<file path="src/rtl/fetch_unit.sv">
// Instruction-fetch stage: PC generator, in-order memory request/response
// tracking with redirect squashing, and a prefetch FIFO feeding decode.
module fetch_unit #(
  parameter int unsigned     XLEN     = 16,
  parameter int unsigned     DEPTH    = 4,
  parameter logic [XLEN-1:0] RESET_PC = '0
) (
  input  logic            clk,
  input  logic            rst_n,
  output logic            mem_req_valid,
  input  logic            mem_req_ready,
  output logic [XLEN-1:0] mem_req_addr,
  input  logic            mem_rsp_valid,
  input  logic [XLEN-1:0] mem_rsp_data,
  input  logic            redirect_valid,
  input  logic [XLEN-1:0] redirect_pc,
  output logic            if_valid,
  input  logic            if_ready,
  output logic [XLEN-1:0] if_instr,
  output logic [XLEN-1:0] if_pc
);

  localparam int unsigned CW  = $clog2(DEPTH + 1);
  localparam int unsigned AW  = (DEPTH > 1) ? $clog2(DEPTH) : 1;
  localparam logic [CW:0] CAP = (CW + 1)'(DEPTH);

  typedef enum logic {RUN, SQUASH} state_t;

  typedef struct packed {
    logic [XLEN-1:0] pc;
    logic [XLEN-1:0] instr;
  } entry_t;

  state_t          state_q, state_d;
  logic [CW-1:0]   drop_q, drop_d;
  logic [CW-1:0]   outst_q;
  logic [CW-1:0]   count_q;
  logic [XLEN-1:0] fetch_pc_q;
  logic [XLEN-1:0] rsp_pc_q;
  logic [AW-1:0]   wr_ptr_q;
  logic [AW-1:0]   rd_ptr_q;
  entry_t          fifo_q [DEPTH];
  logic [CW:0]     occupancy;
  logic            req_fire;
  logic            push;
  logic            pop;

  // Issue is capped so buffered plus in-flight words never exceed the FIFO.
  assign occupancy     = {1'b0, count_q} + {1'b0, outst_q};
  assign mem_req_valid = rst_n && !redirect_valid && (occupancy < CAP);
  assign mem_req_addr  = fetch_pc_q;
  assign req_fire      = mem_req_valid && mem_req_ready;

  assign push     = mem_rsp_valid && (state_q == RUN) && !redirect_valid;
  assign pop      = if_valid && if_ready && !redirect_valid;
  assign if_valid = (count_q != '0);
  assign if_pc    = if_valid ? fifo_q[rd_ptr_q].pc    : '0;
  assign if_instr = if_valid ? fifo_q[rd_ptr_q].instr : '0;

  // Squash FSM: a redirect marks every still-owed response as stale.
  always_comb begin
    state_d = state_q;
    drop_d  = drop_q;
    if (redirect_valid) begin
      drop_d  = outst_q - CW'(mem_rsp_valid);
      state_d = (drop_d != '0) ? SQUASH : RUN;
    end else if ((state_q == SQUASH) && mem_rsp_valid) begin
      drop_d = drop_q - CW'(1);
      if (drop_q == CW'(1)) begin
        state_d = RUN;
      end
    end
  end

  always_ff @(posedge clk or negedge rst_n) begin
    if (!rst_n) begin
      state_q <= RUN;
      drop_q  <= '0;
    end else begin
      state_q <= state_d;
      drop_q  <= drop_d;
    end
  end

  // PCs, in-flight count and FIFO pointers.
  always_ff @(posedge clk or negedge rst_n) begin
    if (!rst_n) begin
      fetch_pc_q <= RESET_PC;
      rsp_pc_q   <= RESET_PC;
      outst_q    <= '0;
      count_q    <= '0;
      wr_ptr_q   <= '0;
      rd_ptr_q   <= '0;
    end else begin
      outst_q <= outst_q + CW'(req_fire) - CW'(mem_rsp_valid);
      if (redirect_valid) begin
        fetch_pc_q <= redirect_pc;
        rsp_pc_q   <= redirect_pc;
        count_q    <= '0;
        wr_ptr_q   <= '0;
        rd_ptr_q   <= '0;
      end else begin
        if (req_fire) begin
          fetch_pc_q <= fetch_pc_q + XLEN'(1);
        end
        if (push) begin
          rsp_pc_q <= rsp_pc_q + XLEN'(1);
          wr_ptr_q <= wr_ptr_q + AW'(1);
        end
        if (pop) begin
          rd_ptr_q <= rd_ptr_q + AW'(1);
        end
        count_q <= count_q + CW'(push) - CW'(pop);
      end
    end
  end

  // Storage needs no reset; outputs are masked while empty.
  always_ff @(posedge clk) begin
    if (push) begin
      fifo_q[wr_ptr_q] <= '{pc: rsp_pc_q, instr: mem_rsp_data};
    end
  end

endmodule

</file>
<file path="config.mk">
export PLATFORM = sky130hd
export DESIGN_NAME = fetch_unit
export DESIGN_NICKNAME = d
export VERILOG_FILES = /design/src/rtl/fetch_unit.sv
export SDC_FILE = /design/constraint.sdc
export NUM_CORES = 1
export LEC_CHECK = 0
export CORE_UTILIZATION = 52
export CTS_BUF_LIST = sky130_fd_sc_hd__clkbuf_2
export CTS_CLUSTER_DIAMETER = 80
export DETAILED_ROUTE_END_ITERATION = 16
export PLACE_DENSITY_LB_ADDON = 0.3
export SLEW_MARGIN = 10
export SYNTH_ARGS = -nofsm -noshare
export SYNTH_HDL_FRONTEND = slang
export SYNTH_SLANG_ARGS = --single-unit
</file>
<file path="constraint.sdc">
create_clock -name clk -period 2.7 [get_ports clk]
set_input_delay 0.27 -clock clk [delete_from_list [all_inputs] [get_ports clk]]
set_output_delay 0.27 -clock clk [all_outputs]
set_load 0.1 [all_outputs]
</file>
; Word level (Yosys, flattened, before mapping)
; Memory sizes are Yosys's and may differ from the RTL's.
; Cells that the tools add are included.
[op_classes]
addsub = 11
mul = 0
div = 0
magnitude_cmp = 1
n_eq_ne = 1
n_shift = 0
mux = 19
bitwise = 1
reduce_logical = 17
[ops]
columns = operator, count
row1 = 2-to-1 mux 16 bit, 6
row2 = "adder 16 x 1 -> 16 bit, second input constant", 2
row3 = nonzero test 2 bit, 5
row4 = 2-to-1 mux 3 bit, 3
row5 = subtractor 3 x 1 -> 3 bit, 3
row6 = logical AND 1 bit, 8
row7 = 2-to-1 mux 2 bit, 4
row8 = adder 3 x 1 -> 3 bit, 2
row9 = 2-to-1 mux 1 bit, 6
row10 = nonzero test 3 bit, 2
row11 = "adder 2 x 1 -> 2 bit, second input constant", 2
row12 = adder 3 x 3 -> 4 bit, 1
row13 = "< comparator 4 x 3 -> 1 bit, second input constant", 1
row14 = "equality test 3 x 1 -> 1 bit, second input constant", 1
row15 = "subtractor 3 x 1 -> 3 bit, second input constant", 1
row16 = AND reduction 2 bit, 1
row17 = logical NOT 1 bit, 1
row18 = inverter 1 bit, 1
[word_totals]
reg_bits = 46
latch_bits = 0
ramBits = 128
romBits = 0
input_bits = 38
word_cells = 59
mem_count = 1
[mem_list]
columns = name, depth, width, rd, rd_clocked_by_memory_dff, wr, line
row1 = fifo_q, 4, 32, 1, 0, 1, 42  ; entry_t fifo_q [DEPTH];

; Longest topological paths before layout
[depth]
word_depth = 6
mapped_depth = 12

; Worst setup path before layout
; OpenSTA, ideal clock, no wires.
[synth_path]
kind = reg-to-output
startpoint = register count_q[1]
endpoint = output port if_instr[10]
arrival_time_ps = 2571
slack_ps = -141
stages_incl_launch_ff = 5
path_cell_list = dfrtp_1 -> or3_1 -> clkbuf_1 -> clkbuf_1 -> and2_1
[synth_via]
elab_chain_len = 2
[synth_rtl]
columns = element, line
row1 = start: declaration, 37  ; logic [CW-1:0] count_q;
row2 = start signal: assignment, 113  ; count_q <= count_q + CW'(push) - CW'(pop);
row3 = nonzero test 3 bit, 56  ; assign if_valid = (count_q != '0);
row4 = net if_valid, 17  ; output logic if_valid,
row5 = 2-to-1 mux 16 bit, 58  ; assign if_instr = if_valid ? fifo_q[rd_ptr_q].instr : '0;
row6 = end: declaration, 19  ; output logic [XLEN-1:0] if_instr,
; The timed path passes the listed nets, and every way through them passes these cells.

; Final worst setup path
[layout_path]
startpoint = register rd_ptr_q[0]
endpoint = output port if_pc[4]
[layout_via]
elab_chain_len = 2
[layout_rtl]
columns = element, line
row1 = start: declaration, 41  ; logic [AW-1:0] rd_ptr_q;
row2 = start signal: assignment, 111  ; rd_ptr_q <= rd_ptr_q + AW'(1);
row3 = memory read (4 x 32 bit), n/a
row4 = 2-to-1 mux 16 bit, 57  ; assign if_pc = if_valid ? fifo_q[rd_ptr_q].pc : '0;
row5 = end: declaration, 20  ; output logic [XLEN-1:0] if_pc
; Every way passes these cells.

==> results.tsv <==
stage	metric	value	unit
timing	fin_skew	0.0176	ns
timing	report.final.slew_viol_count	0	
detailed_routing	finalWirelength	13800	um
worst_setup_path	rr_endpoint	outst_q[2]$_DFF_PN0_	
placed_design	dpl.hpwl	9380	um
timing	finalHoldViolCount	0	
min_path	hp-class	input port to register	
timing	relSlewSlack	52.2	%
global_route	grt_max_degree	47	
synth	seq_area_frac_synth	67.3	%
worst_setup_path	cpMaxStageDelayCell	mux4_2	
worst_setup_path	r2r_cells	10	
synth	yosysWarnings	0	
detailed_routing	wl_met3	686	um
detailed_routing	drt_iter0_drc	321	
worst_setup_path	cp_cell_sequence	buf_4, mux4_2, and2_1, buf_12	
min_path	min_from	redirect_pc[15]	
clocking	clockBufferDepth	2	
min_path	whs_path_depth	3	
clocking	cts_buffers	17	
floorplan	initial_core_util	53.5	%
detailed_routing	drc	0	
clocking	htree_num_levels	4	
pwr	p_sw	4300	uW
detailed_routing	drt_pass1_iterations	5	
detailed_routing	wire_per_inst	18.0	um
pwr	p_int	5690	uW
worst_setup_path	cp_num_buf_inv	2	
global_route	grt.overflow.total	0	
final_layout	design_area	9260	um2
detailed_routing	routedLengthMet1	5840	um
synth	yosys-top-cells-area	edfxtp_1, dfrtp_1, mux4_2	
detailed_routing	routed.top_layer	met4	
clocking	clk_pin_slew	0.21	ns
worst_setup_path	crit_cells	4	
detailed_routing	vias	4343	
placed_design	placedCellCount	738	
floorplan	die_w	122	um
clocking	clk_latency	0.70	ns
synth	syn_area_per_cell	15.6	um2
pwr	leakage	0.00335	uW
final_layout	fillCellCount	958	
pwr	pwr-share-comb	52.0	%
pwr	p_per_area	1080	nW/um2
global_route	grt_antenna_before_repair	0	
clocking	cts_tree	yes	
floorplan	io_pins	88	
placed_design	dpl-instance-area	8910	um2
timing	worstMarginPinSlew	0.714	ns
pwr	ir_drop	0.000506	V
synth	postSynthCellCount	477	
timing	period_minus_slack	2.54	ns
final_layout	nets	635	
job	maxCapViolations	0	
worst_setup_path	critical-path-top-delay-family	multiplexers	
final_layout	layout-drive-gt1-share	27.1	%
floorplan	rows	43	
final_layout	antenna_cells	0	
detailed_routing	via_per_inst	5.63	
clocking	cts_sinks	174	
worst_setup_path	worstPathArrival	2.27	ns
floorplan	core	13900	um2
synth	yosysTopAreaCell	edfxtp_1	
worst_setup_path	rrSetupSlack	0.28	ns
detailed_routing	route.met2.wl	7090	um
worst_setup_path	critPathRequiredTime	2.43	ns
synth	synth_area	7430	um2
worst_setup_path	crit_fanout	8	
pwr	switching_share	43.0	%
timing	finalCritPeriodShare	94.0	%
timing	setup_violations	0	
floorplan	die_h	122	um
outcome	status	complete, no violations	
detailed_routing	antenna_left	0	
synth	synth_seq_cells	174	
placed_design	port_buffers	87	
final_layout	areaGrowthSynthToFinish	24.7	%
worst_setup_path	worst-setup-path-type	register to output pin	
synth	synth_cell_types	36	
synth	syn_nets	533	
global_route	gr-usage-all-layers	20.8	%
global_route	grt_pass1_wl	22700	um
worst_setup_path	startpoint_type	register	
pwr	pwr-share-seq	32.7	%
worst_setup_path	critPathMaxStageDelay	0.53	ns
final_layout	fin_cells	771	
global_route	grt_pass1_vias	4520	
timing	fmax	0.394	GHz
final_layout	multi_input_area	2300	um2
timing	rsz0062_at_grt	yes	
pwr	p_clk_share	15.3	%
final_layout	regArea	5000	um2
min_path	worstHoldEndpoint	rsp_pc_q[15]$_DFFE_PN0P_	
worst_setup_path	r2r-start	outst_q[2]$_DFF_PN0_	
clocking	cts_root_buf	clkbuf_2	
worst_setup_path	endpoint_kind	output pin	
floorplan	die_area	14800	um2
placed_design	gp_congestion	0.866	
synth	yosysTopAreaCellShare	51.8	%
-- sequential cells by signal, indices dropped and copies added, names as in the netlist --
name,flops
rsp_pc_q,16
rd_ptr_q,2
fifo_q,128
mem_req_addr,16
wr_ptr_q,2
state_q,1
outst_q,3
drop_q,3
count_q,3
-- worst max-delay path by stage --
stage | start | end | slack [ns]
global route | count_q[1]$_DFF_PN0_ | if_pc[4] | -0.005
detailed placement | redirect_valid | count_q[2]$_DFF_PN0_ | 0.13
floorplan | outst_q[2]$_DFF_PN0_ | outst_q[2]$_DFF_PN0_ | 0.16
finish | rd_ptr_q[0]$_DFFE_PN0P_ | if_pc[4] | 0.16
CTS | rd_ptr_q[1]$_DFFE_PN0P_ | if_pc[4] | 0.03
global placement | redirect_valid | outst_q[2]$_DFF_PN0_ | 0.16
-- logic make-up (layout without fill, tap and decap cells) --
| logic type | count (synthesis) | after routing | synth area share (%) |
|---|---|---|---|
| flops | 174 | 174 | 67.3 |
| compound gates | 50 | 50 | 4.08 |
| mux | 40 | 40 | 10.9 |
| simple gates | 126 | 126 | 9.06 |
| xor+xnor | 27 | 27 | 3.18 |
| buf+inv | 42 | 156 | 2.29 |
| fa+ha+maj | 18 | 18 | 3.24 |
-- area by class of cell --
class                      count  share of cell area, %
sequential                   174                   54.0
multi-input combinational    261                   24.8
clock buffer                  20                   1.08
clock inverter                11                   2.07
tap                          180                   2.43
inverter                      17                  0.689
timing repair buffer         108                   14.9
-- placed cells by master, fill, tap and decap left out, drive strengths merged, types with 6 or more instances in the layout --
| cell type | n |
|---|---|
| a21oi | 11 |
| and2 | 33 |
| and3 | 6 |
| buf | 71 |
| clkbuf | 20 |
| clkdlybuf4s50 | 36 |
| dfrtp | 46 |
| edfxtp | 128 |
| ha | 16 |
| inv | 16 |
| mux2 | 6 |
| mux4 | 32 |
| nand2 | 27 |
| nand3 | 15 |
| nand4 | 7 |
| nor2 | 20 |
| o21ai | 21 |
| o311ai | 7 |
| xnor2 | 13 |
| xor2 | 14 |
-- layer usage --
metal | vias up | global-route usage, %
li1 | 2004 | -
met1 | 2182 | 25.9
met2 | 139 | 35.5
met3 | 18 | 4.46
met4 | 0 | 8.33
met5 | - | 0
-- metrics by stage --
stage	total power, uW	hold WS [ns]	setup TNS, ns	worst slack (ns)	utilization, %
6_report	10000	0.153	0	0.161	66.7
3_5_place_dp	8440	0.469	0	0.131	64.2
2_1_floorplan	6690	-0.0256	0	0.164	-
5_1_grt	10400	0.0806	-0.00472	-0.00472	66.7
4_1_cts	9970	0.0648	0	0.0250	66.4
3_3_place_gp	8370	0.464	0	0.157	64.2
-- cell usage after synthesis --
cell type	instances
a21oi_1	11
a31oi_1	4
a41oi_1	3
and2_1	33
and3_1	6
and4_1	4
and4b_1	1
buf_2	7
buf_4	1
clkbuf_1	17
clkinv_1	1
dfrtp_1	46
edfxtp_1	128
fa_1	2
ha_1	16
inv_1	15
inv_2	1
mux2_2	6
mux2i_1	2
mux4_2	32
nand2_1	27
nand3_1	15
nand3b_1	1
nand4_1	7
nand4b_1	1
nor2_1	20
nor2b_1	3
nor3_1	3
nor3_2	2
o211ai_1	4
o21ai_0	21
o311ai_0	6
o311ai_1	1
or3_1	3
xnor2_1	13
xor2_1	14
-- timing repair --
action | 4_1_cts | 5_1_grt
endpoints found under the hold margin | 46 | 0
endpoints found under the setup margin | 26 | 22
buffers inserted | 1 | 0
hold buffers | 1 | 0
resized for setup | 0 | 16
-- power groups by stage --
stage	Clock (uW)	Combinational (uW)	Sequential, uW
2_1_floorplan	0	3160	3520
3_3_place_gp	0	5040	3330
3_5_place_dp	0	5090	3360
4_1_cts	1560	5130	3270
5_1_grt	1670	5440	3300
6_report	1530	5190	3270
-- worst min-delay path, delay by kind of cell --
kind	cells	cell delay [ns]
AO/OA/AOI/OAI	1	0.08
AND/OR/NAND/NOR	1	0.10
buffers and inverters	1	0.39
Power figures use the tool's default switching activity.
